File: config.mk
export PLATFORM = sky130hd
export DESIGN_NAME = instr_fetch_unit
export DESIGN_NICKNAME = d
export VERILOG_FILES = /design/src/rtl/instr_fetch_unit.sv
export SDC_FILE = /design/constraint.sdc
export NUM_CORES = 1
export LEC_CHECK = 0
export CAP_MARGIN = 20
export CORE_MARGIN = 3
export CORE_UTILIZATION = 52
export CTS_BUF_LIST = sky130_fd_sc_hd__clkbuf_4 sky130_fd_sc_hd__clkbuf_8 sky130_fd_sc_hd__clkbuf_16
export CTS_CLUSTER_DIAMETER = 200
export DETAILED_ROUTE_END_ITERATION = 10
export PLACE_DENSITY = 0.9
export SLEW_MARGIN = 20
export SYNTH_ARGS = -nofsm -noshare
export SYNTH_HDL_FRONTEND = slang
export SYNTH_SLANG_ARGS = --single-unit
File: constraint.sdc
create_clock -name clk -period 3 [get_ports clk]
set_input_delay 0.45 -clock clk [delete_from_list [all_inputs] [get_ports clk]]
set_output_delay 0.45 -clock clk [all_outputs]
set_load 0.03 [all_outputs]
File: src/rtl/instr_fetch_unit.sv
// instr_fetch_unit: owns the PC, fetches words over imem req/ack into a
// small FIFO and presents the head to decode with pre-split fields.
module instr_fetch_unit #(
    parameter int unsigned          XLEN     = 32,
    parameter logic [XLEN-1:0]      RESET_PC = 32'h0000_0000,
    parameter int unsigned          DEPTH    = 2
) (
    input  logic            clk,
    input  logic            rst_n,
    output logic            imem_req,
    output logic [XLEN-1:0] imem_addr,
    input  logic            imem_ack,
    input  logic [XLEN-1:0] imem_rdata,
    input  logic            redirect,
    input  logic [XLEN-1:0] redirect_pc,
    output logic            instr_valid,
    input  logic            instr_ready,
    output logic [XLEN-1:0] instr,
    output logic [XLEN-1:0] instr_pc,
    output logic [6:0]      op,
    output logic [2:0]      funct3,
    output logic [6:0]      funct7
);
    localparam int unsigned     AW     = (DEPTH > 1) ? $clog2(DEPTH) : 1;
    localparam int unsigned     CW     = AW + 1;
    localparam logic [CW-1:0]   FULL   = CW'(DEPTH);
    localparam logic [0:0]      S_FETCH = 1'b0;
    localparam logic [0:0]      S_DROP  = 1'b1;
    localparam logic [XLEN-1:0] NOP    = XLEN'(32'h0000_0013);

    logic [0:0]      state;
    logic [0:0]      state_nx;
    logic [XLEN-1:0] pc;
    logic [XLEN-1:0] pc_nx;
    logic [XLEN-1:0] addr_nx;
    logic [CW-1:0]   count;
    logic [CW-1:0]   count_nx;
    logic [AW-1:0]   rd_ptr;
    logic [AW-1:0]   wr_ptr;
    logic [XLEN-1:0] buf_data [DEPTH];
    logic [XLEN-1:0] buf_pc [DEPTH];
    logic            fire;
    logic            push;
    logic            pop;
    logic            req_nx;

    assign fire        = imem_req && imem_ack;
    assign push        = fire && (state == S_FETCH) && !redirect;
    assign instr_valid = (count != '0);
    assign pop         = instr_valid && instr_ready;

    always_comb begin
        state_nx = state;
        pc_nx    = pc;
        count_nx = count;
        if (redirect) begin
            pc_nx    = {redirect_pc[XLEN-1:2], 2'b00};
            count_nx = '0;
            // an unanswered request must be drained before the target is fetched
            if (imem_req && !imem_ack) begin
                state_nx = S_DROP;
            end else begin
                state_nx = S_FETCH;
            end
        end else begin
            if (fire) begin
                state_nx = S_FETCH;
            end
            if (push) begin
                pc_nx = pc + XLEN'(4);
            end
            unique case ({push, pop})
                2'b10:   count_nx = count + CW'(1);
                2'b01:   count_nx = count - CW'(1);
                default: count_nx = count;
            endcase
        end
        if (state_nx == S_DROP) begin
            req_nx  = 1'b1;
            addr_nx = imem_addr;
        end else begin
            req_nx  = (count_nx < FULL);
            addr_nx = pc_nx;
        end
    end

    always_ff @(posedge clk or negedge rst_n) begin
        if (!rst_n) begin
            state     <= S_FETCH;
            pc        <= RESET_PC;
            count     <= '0;
            rd_ptr    <= '0;
            wr_ptr    <= '0;
            imem_req  <= 1'b0;
            imem_addr <= RESET_PC;
        end else begin
            state     <= state_nx;
            pc        <= pc_nx;
            count     <= count_nx;
            imem_req  <= req_nx;
            imem_addr <= addr_nx;
            if (redirect) begin
                rd_ptr <= '0;
                wr_ptr <= '0;
            end else begin
                if (push) begin
                    wr_ptr <= wr_ptr + AW'(1);
                end
                if (pop) begin
                    rd_ptr <= rd_ptr + AW'(1);
                end
            end
        end
    end

    always_ff @(posedge clk or negedge rst_n) begin
        if (!rst_n) begin
            for (int i = 0; i < DEPTH; i++) begin
                buf_data[i] <= '0;
                buf_pc[i]   <= '0;
            end
        end else if (push) begin
            buf_data[wr_ptr] <= imem_rdata;
            buf_pc[wr_ptr]   <= pc;
        end
    end

    assign instr    = instr_valid ? buf_data[rd_ptr] : NOP;
    assign instr_pc = instr_valid ? buf_pc[rd_ptr] : pc;
    assign op       = instr[6:0];
    assign funct3   = instr[14:12];
    assign funct7   = instr[31:25];

endmodule
==> run metrics <==
I/O pins=~180; CTS tree=yes; clk sinks=198; status=completed; Syn Area/Cell=11.79 µm²; Bufs and invs on worst path=3; GRT Total Usage=between 20% and 30%; num rows=48; Vias/cell=5.674; Resize count post-CTS=0; Worst Setup End Kind=output port; CP Data Required Time=2.55 ns; Synth area leader=dfrtp_1; final setup violation count=0; CTS Buffer Depth=2; CP Cell Sequence=buf_12, buf_12, mux2i_1, nor2_1, clkdlybuf4s50_1; clk_skew=0.01291 ns; Synth async-reset ratio=100.0%; Final ANT Viol Nets=0; synthesis-stage register bit count=a little under 200; share of cells above drive strength 1=22.54%; Layout Cells excl Fill=1192; Crit Path Max Fanout=20; ys flop type=dfrtp_1; period utilization=96.26%; diodes inserted=0; synth cell count leaders=dfrtp_1, mux2_2, nand2_1, mux2i_1, o21ai_0; Routed WL=22640 µm; vias in the first global route=slightly above 7000; global-route wire length before repair=36620 µm; post-CTS setup buffers=0; Post-layout nets=1026; Hold Vio Cnt, Final=0; worst skew pair latency=0.43 ns; Fmax=0.3463 GHz; via count=around 6800; Routability Congestion=approximately 0.84; Pwr per Cell Area=639.6 mW/mm²; drt wl/cell=18.99 µm; VDD IR max=0.4052 mV; Core Footprint=between 0.015 and 0.02 mm²; DRT Pass-1 Iters=6; count of cell types in the netlist=between 40 and 50; slowest cell delay on critical path=0.72 ns; Worst-Margin Slew=0.8241 ns; unrepaired setup endpoints after global routing=false; synth warn=0; initial antenna violation count=2; CTS buffer count=17; Max transition margin=roughly 45%; # hold bufs at CTS=0; number of cells after detailed placement=between 1000 and 1500; post-synthesis sequential area ratio=52.58%; critical path's top delay family=buffers and inverters; Setup TNS Final=0 ns; I/O Buffers=181; worst setup margin=0.1121 ns; Pleak=about 5.0 nW; Setup CP Type=register to output port; Pins Over Slew Limit=0; most frequent CP cell=buf_12; Slowest-stage cell, CP=clkdlybuf4s50_1; Worst EP arrival=2.44 ns; die area=around 0.02 mm²; DRC=0; post-route minimum period=between 2 and 3 ns; EDFF count, synth=0; worst hold-check path type=primary input to async pin; Place WS=between 0.4 and 0.5 ns; starting density of the core=53.73%; Clock Tree Root=clkbuf_16; count leader, synth=dfrtp_1; Mapped Nets=871; area delta synth->final=27.75%; area of the mapped netlist=~0.0094 mm²; pin count of the biggest net entering global routing=83; Max Cap Viol=0; Synth area leaders=dfrtp_1, mux2_2, mux2i_1; H-Tree Depth=4; CP Launch Type=register; DR iter-0 viols=423; Detailed Place HPWL=around 15000 µm; gr ovfl total=0; die span in x=about 140 µm; Die Y=about 140 µm; Syn Inst Count=approximately 800; Clock transition at path regs=about 0.070 ns; area share of the largest cell type after synthesis=a little over half
-- per-layer routing --
metal  wire length, µm  share of wire, %  up-vias  track usage, %
li1                  -                 -     3101               -
met3              1678               7.4       43           6.513
met5                22             0.097        -               0
met4               444               2.0        4           7.445
met2             11010                49      258           37.85
met1              9491                42     3358           30.27
-- placed cells by master (no fill, tap or decap), types with 12 or more instances in the layout --
cell / n
nor2_1: 49
nand3_1: 12
a21oi_1: 16
buf_4: 15
clkbuf_16: 17
mux2i_1: 65
dfrtp_1: 197
nand2_1: 68
clkdlybuf4s50_1: 179
mux2_2: 150
xor2_1: 17
o21ai_0: 53
-- metrics by stage --
| stage | hold slack (ns) | cell area [µm²] | util (%) | total power [W] |
|---|---|---|---|---|
| finish | 0.03721 | 12040 | 68.64 | 0.007700 |
| global route | 0.09688 | 12040 | 68.64 | 0.008077 |
| CTS | 0.07163 | 12040 | 68.64 | 0.007760 |
| detailed placement | 0.4663 | 11450 | 65.28 | 0.005480 |
| global placement | 0.4563 | 11450 | 65.28 | 0.005366 |
| floorplan | 0.1544 | 9423 | - | 0.004789 |
-- registers in the layout, indices dropped and copies added (netlist names) --
register   count
state          1
buf_data      64
rd_ptr         1
pc            32
imem_addr     32
buf_pc        64
count          2
imem_req       1
wr_ptr         1
-- cell families (layout without fill, tap and decap cells) --
kind of cell               count (synthesis)  in the layout  share of synthesized area [%]
and+or+nand+nor                          186            186                          9.667
AOI/OAI and AO/OA                         93             93                          5.843
buffers and inverters                     75            243                          3.957
adders and majority gates                  3              3                         0.3984
xor gates and xnor gates                  28             28                          2.603
DFF                                      198            198                          52.58
muxes                                    216            216                          24.95
-- area by class of cell --
type                    instances  area (µm²)
fillers                      1233        5499
clock inverters                15       163.9
well taps                     225       281.5
flip-flops and latches        198        4959
clock buffers                  17       425.4
repair buffers                203        2063
inverters                       8       35.03
multi-input cells             526        4110
-- where the power goes --
group / switching (W) / internal [W]
registers: 0.000389 / 0.00331
clock network: 0.00108 / 0.00119
logic: 0.000813 / 0.000921
-- path summary, 6_finish.rpt --
path / from / endpoint / slack, ns / cells after the start
min in group clk: redirect / count[0] / 0.34 / 2
worst max-delay path: rd_ptr / funct7[2] / 0.11 / 5
worst min register to register: imem_addr[2] / imem_addr[2] / 0.48 / 2
max in group asynchronous: rst_n / rd_ptr / 2.16 / 2
worst max register to register: pc[2] / pc[30] / 0.68 / 6
worst min-delay path: rst_n / buf_data[2] / 0.04 / 1
No activity file was read; power rests on OpenSTA's default activity.
